File: config.mk
export PLATFORM = sky130hd
export DESIGN_NAME = sm_norm_round
export DESIGN_NICKNAME = d
export VERILOG_FILES = /design/src/rtl/sm_norm_round.sv
export SDC_FILE = /design/constraint.sdc
export NUM_CORES = 1
export LEC_CHECK = 0
export BUFFER_PORTS_ARGS = -buffer_cell sky130_fd_sc_hd__buf_2
export CORE_MARGIN = 4
export CORE_UTILIZATION = 45
export CTS_CLUSTER_SIZE = 12
export DETAILED_ROUTE_END_ITERATION = 8
export HOLD_SLACK_MARGIN = 0.03
export MAX_ROUTING_LAYER = met4
export PLACE_DENSITY = 0.8
export SKIP_CTS_REPAIR_TIMING = 1
export SYNTH_ARGS = -nofsm -noshare
export SYNTH_HDL_FRONTEND = slang
export SYNTH_SLANG_ARGS = --single-unit
File: constraint.sdc
create_clock -name clk_in -period 8.6 [get_ports clk_in]
set_input_delay 0 -clock clk_in [delete_from_list [all_inputs] [get_ports clk_in]]
set_output_delay 0 -clock clk_in [all_outputs]
set_load 0.02 [all_outputs]
File: src/rtl/sm_norm_round.sv
// fp16 multiplier output stage: normalize the 22-bit significand product, add exponents,
// round to nearest-even and pack binary16. Two registered stages with valid/ready backpressure.
module sm_norm_round #(
  parameter int BIAS = 15
) (
  input  logic        clk_in,
  input  logic        rst_in,
  input  logic        in_valid,
  output logic        in_ready,
  input  logic [21:0] prod_in,
  input  logic [4:0]  ex_in,
  input  logic [4:0]  ey_in,
  input  logic        sign_in,
  output logic        out_valid,
  input  logic        out_ready,
  output logic [15:0] result_out,
  output logic        ovf_out,
  output logic        unf_out
);

  typedef struct packed {
    logic signed [6:0] e;
    logic [9:0]        mant;
    logic              guard;
    logic              sticky;
    logic              sign;
    logic              zero;
    logic              nz;     // zero-flagged product was nonzero, i.e. a flush
  } s1_t;

  localparam logic signed [6:0] BIAS7 = 7'(BIAS);

  s1_t               s1_d, s1_q;
  logic              s1_valid_q;
  logic              out_valid_q;
  logic [15:0]       res_d, res_q;
  logic              ovf_d, ovf_q, unf_d, unf_q;
  logic              s1_adv, s2_adv;
  logic signed [6:0] e_sum, e_r;
  logic              round_up, carry;
  logic [9:0]        mant_r;

  assign s2_adv   = !out_valid_q || out_ready;
  assign s1_adv   = !s1_valid_q || s2_adv;
  assign in_ready = s1_adv;

  assign out_valid  = out_valid_q;
  assign result_out = res_q;
  assign ovf_out    = ovf_q;
  assign unf_out    = unf_q;

  // 7-bit signed sum keeps the full range (-15..49) visible to the range checks.
  assign e_sum = $signed({2'b00, ex_in}) + $signed({2'b00, ey_in}) - BIAS7;

  always_comb begin
    s1_d      = '0;
    s1_d.sign = sign_in;
    if (prod_in[21]) begin
      s1_d.mant   = prod_in[20:11];
      s1_d.guard  = prod_in[10];
      s1_d.sticky = |prod_in[9:0];
      s1_d.e      = e_sum + 7'sd1;
    end else if (prod_in[20]) begin
      s1_d.mant   = prod_in[19:10];
      s1_d.guard  = prod_in[9];
      s1_d.sticky = |prod_in[8:0];
      s1_d.e      = e_sum;
    end else begin
      s1_d.zero = 1'b1;
      s1_d.nz   = |prod_in[19:0];
    end
  end

  always_comb begin
    round_up        = s1_q.guard && (s1_q.sticky || s1_q.mant[0]);
    {carry, mant_r} = {1'b0, s1_q.mant} + {10'd0, round_up};
    e_r             = s1_q.e + $signed({6'd0, carry});
    res_d           = {s1_q.sign, 15'd0};
    ovf_d           = 1'b0;
    unf_d           = 1'b0;
    if (s1_q.zero) begin
      unf_d = s1_q.nz;
    end else if (e_r >= 7'sd31) begin
      res_d = {s1_q.sign, 5'h1F, 10'h000};
      ovf_d = 1'b1;
    end else if (e_r <= 7'sd0) begin
      unf_d = 1'b1;
    end else begin
      res_d = {s1_q.sign, e_r[4:0], mant_r};
    end
  end

  always_ff @(posedge clk_in or negedge rst_in) begin
    if (!rst_in) begin
      s1_valid_q <= 1'b0;
      s1_q       <= '0;
    end else if (s1_adv) begin
      s1_valid_q <= in_valid;
      if (in_valid) s1_q <= s1_d;
    end
  end

  always_ff @(posedge clk_in or negedge rst_in) begin
    if (!rst_in) begin
      out_valid_q <= 1'b0;
      res_q       <= 16'h0000;
      ovf_q       <= 1'b0;
      unf_q       <= 1'b0;
    end else if (s2_adv) begin
      out_valid_q <= s1_valid_q;
      if (s1_valid_q) begin
        res_q <= res_d;
        ovf_q <= ovf_d;
        unf_q <= unf_d;
      end
    end
  end

endmodule

==> run summary, run 1 <==
Run status = complete, but fails checks
Failing checks = hold timing
Initial drt markers = 104
Largest net degree at the start of global routing = 43
Synthesized Nets = 315
Maxcap violations = 0
Placed cell count = 379
Total grt overflow = 0
Die width = 81.82 um
CTS tree = done
Routed Antenna Nets = 0
Final period util = 35.15%
Worst endpoint data arrival time = 3.25 ns
Longest Clk Path Bufs = 2
Pins Over Slew Limit = 0
Seq/Total Area, Yosys = 42.86%
Max incr delay on CP = 0.38 ns
Drt via density = 5.302
Synth area leader = dfrtp_1
RR Startpoint = s1_q[5]
Crit path launch type = flop
Worst-Margin Slew = 1.047 ns
Die Area = 0.006695 sq mm
DR vias = 2073
Yosys Warn Count = 0
Most frequent cell on the critical path = ha_1
Critical-path cell list = o21a_1 > ha_1 > ha_1 > nand2_1 > nor2_1 > and3_1 > ha_1 > ha_1 > nand3_2 > o21ai_1 > nor4b_4 > nor2b_2 > a221o_1
Final setup vio count = 0
Sum Neg Setup Slack = 0 ns
Power per cell area = 195.5 mW/mm^2
Root buf cell = clkbuf_8
WL/cell = 13.28 um
Antenna diodes = 0
Worst Hold Slack = -0.007931 ns
Minimum clock period = 3.023 ns
Fraction of registers with async set/reset = 100.0%
Area growth, synth to finish = 18.78%
I/O Pins = 57
Fmax = 330.8 MHz
Hold Startpoint = prod_in[10]
RSZ-0062 raised after global routing = no
Pre-CTS setup slack = 5.640 ns
Starting Density = 47.12%
Number of global-route vias before repair = 1917
Slew margin rel. = 30.04%
H-tree depth = 2
First-pass GRT wire length = 8818 um
Clock transition at path regs = 0.08 ns
Top post-synthesis cells by area = dfrtp_1 43%, ha_1 7.1%, nand2_1 5.7%
CTS sink cnt = 42
Worst Skew = 0.01095 ns
Final Hold Vio Count = 1
Clk Latency, worst-skew pair = 0.30 ns
CTS Buf Count = 5
Total wire length = 5192 um
Flop and latch count out of synthesis = 42
Residual DRC = 0
Detailed Routing Iterations Pass 1 = 4
Core area = 0.005205 sq mm
Die height = 81.82 um
Slowest cell on crit path = dfrtp_1
Critical Path Source = s1_q[5]
Post-synth EDFFs = 0
Avg Cell Area, Syn = 9.325 sq um
Initial antenna violation count = 0
IO buf count = 56
Non-Filler Instances = 391
Crit Path Max Fanout = 6
FP Rows = 26
Synthesized area = 0.002452 sq mm
HPWL after DPL = 4008 um
Nets = 373
CP required = 8.83 ns
Tot GR Track Use = 17.43%
CP Capture Type = flop
Hold crit path type = input pin to flop
Pleak = 1.412 nW
Synth top area share = 42.86%
Crit Path Class = flop to flop
Worst vdd ir = 0.00008331 V
Yosys cell types = 46
Most used DFF post-synth = dfrtp_1
Final GP Congestion = 0.8252
Share of cells above drive strength 1 = 22.12%
Fillers = 485
Setup ws final = 5.577 ns
Synth Instances = 263
-- through the flow --
step | utilization, % | cell area [sq um] | power, mW
2_1_floorplan | - | 2452 | 0.3917
3_3_place_gp | 53.46 | 2783 | 0.4454
3_5_place_dp | 53.46 | 2783 | 0.4536
4_1_cts | 55.00 | 2863 | 0.5732
5_1_grt | 55.96 | 2913 | 0.6092
6_report | 55.96 | 2913 | 0.5696
-- worst paths after layout --
kind,end,cells after the start,slack [ns]
min in group asynchronous,s1_q[10],2,0.37
min,s1_q[5],3,-0.008
min reg2reg,ovf_out,1,0.48
max,result_out[11],13,5.58
max reg2reg,result_out[11],13,5.58
max in group asynchronous,ovf_out,2,7.65
-- placed cells by master (no fill, tap or decap), types with 2 or more instances in the layout --
cell            n
nand2b_1        5
a31oi_1         2
mux2_2          2
a221oi_1        3
o21ai_0        18
o21ai_1        10
nor3_1          2
dlygate4sd3_1   5
ha_1           14
a221o_1         6
nand3b_1        2
dfrtp_1        42
mux2i_1         2
xor2_1          8
inv_1          16
a21oi_1         5
nor2_1         15
a21o_1          3
xnor2_1         8
and2_1          2
clkbuf_8        5
a22oi_1        11
o31ai_1         2
and3_1          4
nor2b_1         3
nand2_1        37
buf_2          56
nand3_1        10
nor4_1          3
-- state kept, by name, indices dropped and copies added, names as in the netlist --
register    count
s1_valid_q      1
s1_q           22
result_out     16
out_valid       1
ovf_out         1
unf_out         1
-- routing by layer --
metal	vias to the layer above	routed length (um)	part of all wire, %	GRT usage [%]
met4	0	77	1.5	5.482
met1	967	2473	48	23.31
met5	-	0	0	-
met2	50	2388	46	26.82
li1	1050	-	-	-
met3	6	253	4.9	3.289
-- layout make-up --
type	instances	area [sq um]	area share, %
tap	70	87.58	3.007
sequential	42	1051	36.08
multi-input combinational	195	1304	44.76
clock buffer	6	72.57	2.491
inverter	16	60.06	2.062
timing repair buffer	61	330.3	11.34
clock inverter	1	7.507	0.2577
-- cells in the mapped netlist (all sizes together) (2+ instances only) --
library cell and instances:
dfrtp 42, a221oi 3, mux2i 2, nand2 37, nand3 11, a21o 3, o21ai 28, o31ai 2
xor2 8, a221o 6, nor2b 4, nor3 3, and3 4, nand2b 5, nor2 15, clkbuf 9
mux2 2, nor4 3, a31oi 2, xnor2 8, a21oi 5, inv 16, nand3b 3, and2 2
a22oi 11, ha 14
-- power by group --
group          leakage [nW]  switching [mW]  internal, mW
registers             0.533          0.0306         0.235
clock network        0.0373          0.0636        0.0556
logic                 0.842           0.107        0.0783
-- logic make-up after synthesis --
| group | share of synthesized area [%] |
|---|---|
| fa+ha+maj | 7.959 |
| flops | 42.86 |
| compound gates | 18.98 |
| mux | 1.735 |
| simple gates | 18.78 |
| buf+inv | 3.979 |
| xor+xnor | 5.715 |
-- critical path: cells and delay by family (launching register included) --
family          cells  cell delay (ns)
simple gates        6             1.27
fa+ha+maj           4             0.83
compound gates      3             0.47
flops               1             0.38
Power figures use the tool's default switching activity.
==> run 2, diff against run 1 <==
==> constraint.sdc (replaced) <==
create_clock -name clk_in -period 3.1 [get_ports clk_in]
set_input_delay 0 -clock clk_in [delete_from_list [all_inputs] [get_ports clk_in]]
set_output_delay 0 -clock clk_in [all_outputs]
set_load 0.02 [all_outputs]
==> run 2 against run 1 <==
Net effect: the run now ends clean; sequential cell count unchanged; largest cell class unchanged; routed wire length increased by 0.98%; global-route usage decreased by 0.66 points; design area increased by 3.1%; sequential power increased to 2.8 times the previous value.
==> run summary, run 2 (synthesized netlist as in run 1, its figures left out) <==
Share of cells above drive strength 1 = 24.54%
Most frequent cells in the layout = 56 x buf_2, 42 x dfrtp_1, 37 x nand2_1
Nets = 377
I/O Pins = 57
Die Area = 0.006695 sq mm
Hold Startpoint = prod_in[11]
Hold Path End = s1_q[5]
CTS tree = done
Clock transition at path regs = 0.09 ns
Max reg flops = 22
Final GP Congestion = 0.8185
Slowest cell on crit path = dfrtp_1
Total wire length = 5243 um
Power per cell area = 541.7 mW/mm^2
Number of global-route vias before repair = 1888
CP Capture Type = flop
Clock share of power = 21.7%
Antenna diodes = 0
Clk Latency, worst-skew pair = 0.30 ns
Longest Clk Path Bufs = 2
Drt via density = 5.290
Multi-input logic area = 0.001349 sq mm
Fmax = 339.4 MHz
Root buf cell = clkbuf_8
Biggest register = s1_q
Hold crit path type = input pin to flop
Worst endpoint data arrival time = 3.18 ns
Maxcap violations = 0
First-pass GRT wire length = 8638 um
Sw Ratio = 36.05%
Run status = finished clean
Total power = 1.627 mW
DR vias = 2095
Die height = 81.82 um
Critical-path cell list = o21a_1 > ha_1 > ha_2 > nand2_1 > nor2_2 > and3_1 > ha_2 > ha_4 > nand3_2 > o21ai_2 > nor4b_4 > a21boi_4 > a32o_1
Tot GR Track Use = 16.76%
Initial drt markers = 120
Total grt overflow = 0
R2R Path End = result_out[7]
Worst Skew = 0.01357 ns
Sum Neg Setup Slack = 0 ns
Pleak = 1.451 nW
CP required = 3.33 ns
Crit Path Max Fanout = 4
HPWL after DPL = 3933 um
CTS Buf Count = 5
Initial antenna violation count = 0
H-tree depth = 2
Reg2reg setup slack = 0.15 ns
Most frequent cell on the critical path = ha_2
Core area = 0.005205 sq mm
Detailed Routing Iterations Pass 1 = 4
Worst reg2reg path depth = 13
Seq pwr share = 45.4%
Largest net degree at the start of global routing = 43
Minimum clock period = 2.946 ns
Crit path buffers/inverters = 0
Cell depth of the worst hold path = 3
Slew margin rel. = 39.54%
RR Startpoint = s1_q[5]
Worst vdd ir = 0.0002295 V
Register area = 0.001051 sq mm
Final setup vio count = 0
Worst-Margin Slew = 0.9069 ns
M3 GR Usage = 2.961%
Switching pwr = 586.4 uW
Crit path launch type = flop
Area growth, synth to finish = 22.45%
FP Rows = 26
WL/cell = 13.24 um
GR Util met1 = 22.91%
Delay-heaviest family, CP = simple AND/OR/NAND/NOR gates
Residual DRC = 0
P_int = 1.040 mW
Final period util = 95.04%
Fillers = 490
Final Hold Vio Count = 0
Starting Density = 47.12%
Busiest layer in global routing = met2
Pins Over Slew Limit = 0
Met2 Use GR = 25.77%
Die width = 81.82 um
CTS sink cnt = 42
Routed Antenna Nets = 0
Max incr delay on CP = 0.39 ns
Finished Core Util = 57.69%
Combinational power share = 32.9%
IO buf count = 56
Crit Path Class = flop to flop
Most common cell after layout, fill and taps aside = buf_2
## run 2: cell count changes in the layout (fill, tap and decap cells not counted), sizes merged
cell / change
clkbuf: -1
dlygate4sd3: +2
buf: +2
clkinv: +2
## run 2: worst max-delay path by stage
| stage | start | end | slack, ns | depth (start not counted) |
|---|---|---|---|---|
| after floorplan | s1_q[5] | result_out[12] | 0.41 | 13 |
| after global placement | s1_q[5] | result_out[7] | 0.26 | 13 |
| after detailed placement | s1_q[5] | result_out[11] | 0.11 | 13 |
| after CTS | s1_q[5] | result_out[11] | 0.08 | 13 |
| after global routing | s1_q[5] | result_out[7] | -0.10 | 13 |
| final | s1_q[5] | result_out[7] | 0.15 | 13 |
## run 2: worst min-delay path: stages
cell      delay, ns
buf_2          0.11
a221oi_1       0.09
nor2_1         0.09
## run 2: power by group through the flow
stage                     clock network [mW]  logic [mW]  registers, mW
final                                  0.352       0.536          0.738
after global routing                   0.381       0.597          0.756
after CTS                              0.358       0.514          0.735
after detailed placement                   0       0.512          0.747
after global placement                     0       0.496          0.741
after floorplan                            0       0.285          0.802
## run 2: per-stage QoR
stage          std cells  area (sq um)  setup slack [ns]  hold WS, ns
3_5_place_dp         380          2790            0.1118       0.1742
6_report             396          3003            0.1538     0.009333
2_1_floorplan        263          2452            0.4132      -0.2956
5_1_grt              396          3003           -0.1012      0.04440
4_1_cts              388          2880           0.07986      -0.1529
3_3_place_gp         380          2790            0.2599       0.1649
## run 2: cell type report
type / count / area share (%)
clock buffer: 5 / 2.292
clock inverter: 3 / 0.7083
sequential: 42 / 35.00
multi-input combinational: 195 / 44.92
timing repair buffer: 65 / 12.17
tap: 70 / 2.917
inverter: 16 / 2.000
## run 2: routing by layer
layer | share of wire [%] | routed length (um)
met5 | 0 | 0
met4 | 1.1 | 59
met3 | 5.7 | 299
met2 | 47 | 2438
met1 | 47 | 2446
==> run 3, diff against run 2 <==
==> constraint.sdc (replaced) <==
create_clock -name clk_in -period 3.1 [get_ports clk_in]
set_input_delay 0 -clock clk_in [delete_from_list [all_inputs] [get_ports clk_in]]
set_output_delay 0 -clock clk_in [all_outputs]
set_load 0.1 [all_outputs]
==> run 3 against run 2 <==
Net effect: clock-buffer cell count did not move; worst hold slack got worse by 0.0088 ns; combinational power rose by 65%; sequential power barely moved; critical path type unchanged.
==> run summary, run 3 (synthesized netlist as in run 1, its figures left out) <==
Clock transition at path regs = 0.08 ns
Worst vdd ir = 0.0004066 V
Starting Density = 47.12%
Worst endpoint data arrival time = 3.06 ns
Clk Latency, worst-skew pair = 0.29 ns
Worst Hold Slack = 0.0005517 ns
Final setup vio count = 0
Final Hold Vio Count = 0
Most frequent cells in the layout = 56 x buf_2, 42 x dfrtp_1, 37 x nand2_1
P_int = 1.115 mW
Longest Clk Path Bufs = 2
Combinational power share = 43.3%
Final period util = 91.27%
Hold crit path type = input pin to flop
Antenna diodes = 0
Worst-Margin Slew = 0.8800 ns
Reg2reg setup slack = 0.27 ns
Sum Neg Setup Slack = 0 ns
Fmax = 353.4 MHz
Maxcap violations = 0
Worst reg2reg path depth = 13
Most common cell after layout, fill and taps aside = buf_2
Largest net degree at the start of global routing = 43
Die width = 81.82 um
Clock share of power = 20.5%
Nets = 376
CP required = 3.33 ns
Root buf cell = clkbuf_8
Worst Skew = 0.008095 ns
Core area = 0.005205 sq mm
H-tree depth = 2
Number of global-route vias before repair = 1901
First-pass GRT wire length = 8376 um
Residual DRC = 0
Die Area = 0.006695 sq mm
CTS Buf Count = 5
Drt via density = 5.218
Crit Path Class = flop to flop
Initial antenna violation count = 0
WL/cell = 12.70 um
Seq pwr share = 36.2%
Crit Path Max Fanout = 4
Fillers = 488
Biggest register = s1_q
Hold Path End = s1_q[5]
I/O Pins = 57
Run status = finished clean
CTS tree = done
Total wire length = 5016 um
HPWL after DPL = 3861 um
Hold Startpoint = prod_in[10]
DR vias = 2061
RR Startpoint = s1_q[5]
Initial drt markers = 82
Sw Ratio = 45.34%
Die height = 81.82 um
Crit path launch type = flop
Routed Antenna Nets = 0
Area growth, synth to finish = 22.45%
Pleak = 1.445 nW
Final GP Congestion = 0.7975
Cell depth of the worst hold path = 3
Total grt overflow = 0
R2R Path End = result_out[7]
Max reg flops = 22
Critical Path Source = s1_q[5]
Tot GR Track Use = 16.38%
Pins Over Slew Limit = 0
FP Rows = 26
Power per cell area = 679.0 mW/mm^2
CP Capture Type = flop
IO buf count = 56
Minimum clock period = 2.829 ns
Slew margin rel. = 41.33%
Switching pwr = 924.4 uW
CTS sink cnt = 42
Share of cells above drive strength 1 = 24.62%
Detailed Routing Iterations Pass 1 = 5
-- run 3: changes by cell type in the layout (fill, tap and decap cells not counted), sizes merged --
cell and change:
clkinvlp -1, bufinv +1, dlygate4sd3 -1
-- run 3: cell type report --
| cell class | instances | area (sq um) | area share, % |
|---|---|---|---|
| clock buffers | 5 | 68.82 | 2.292 |
| clock inverters | 3 | 40.04 | 1.333 |
| inverters | 16 | 60.06 | 2.000 |
| multi-input cells | 195 | 1340 | 44.63 |
| flip-flops and latches | 42 | 1051 | 35.00 |
| well taps | 70 | 87.58 | 2.917 |
| repair buffers | 64 | 355.3 | 11.83 |
-- run 3: power groups by stage --
stage                     Sequential [mW]  Clock, mW  Combinational [mW]
after global routing                0.754      0.453               0.945
after detailed placement            0.748          0               0.867
after floorplan                      1.15          0               0.292
after CTS                           0.737      0.430               0.870
final                               0.738      0.418               0.883
after global placement              0.741          0               0.855
-- run 3: worst max-delay path: stages (launching register included) --
cell	delay, ns
dfrtp_1	0.39
o21a_1	0.13
ha_1	0.19
ha_2	0.22
nand2_1	0.07
nor2_2	0.13
and3_1	0.18
ha_2	0.20
ha_4	0.16
nand3_2	0.13
o21ai_2	0.17
nor4b_4	0.34
a21boi_4	0.27
a32o_1	0.18
-- run 3: worst max path at each step --
stage                          to  slack (ns)  cells after the start
floorplan                s1_q[21]        0.04                      6
global placement    result_out[7]        0.26                     13
detailed placement  result_out[7]        0.09                     13
CTS                 result_out[7]        0.04                     13
global route        result_out[7]       -0.02                     13
finish              result_out[7]        0.27                     13
-- run 3: per-layer routing --
metal  wire (um)  vias to the layer above  GRT usage, %
met4          70                        0         5.980
met5           0                        -             -
met3         276                        9         2.412
met2        2339                       50         26.09
li1            -                     1053             -
met1        2329                      949         21.24
-- run 3: metrics by stage --
step	area, sq um	utilization, %	worst slack, ns	power [mW]	instances
after floorplan	2452	-	0.04272	1.439	263
after global placement	2790	53.61	0.2606	1.596	380
after detailed placement	2790	53.61	0.08937	1.615	380
after CTS	2899	55.70	0.04090	2.037	388
after global routing	3003	57.69	-0.01564	2.151	395
final	3003	57.69	0.2706	2.039	395
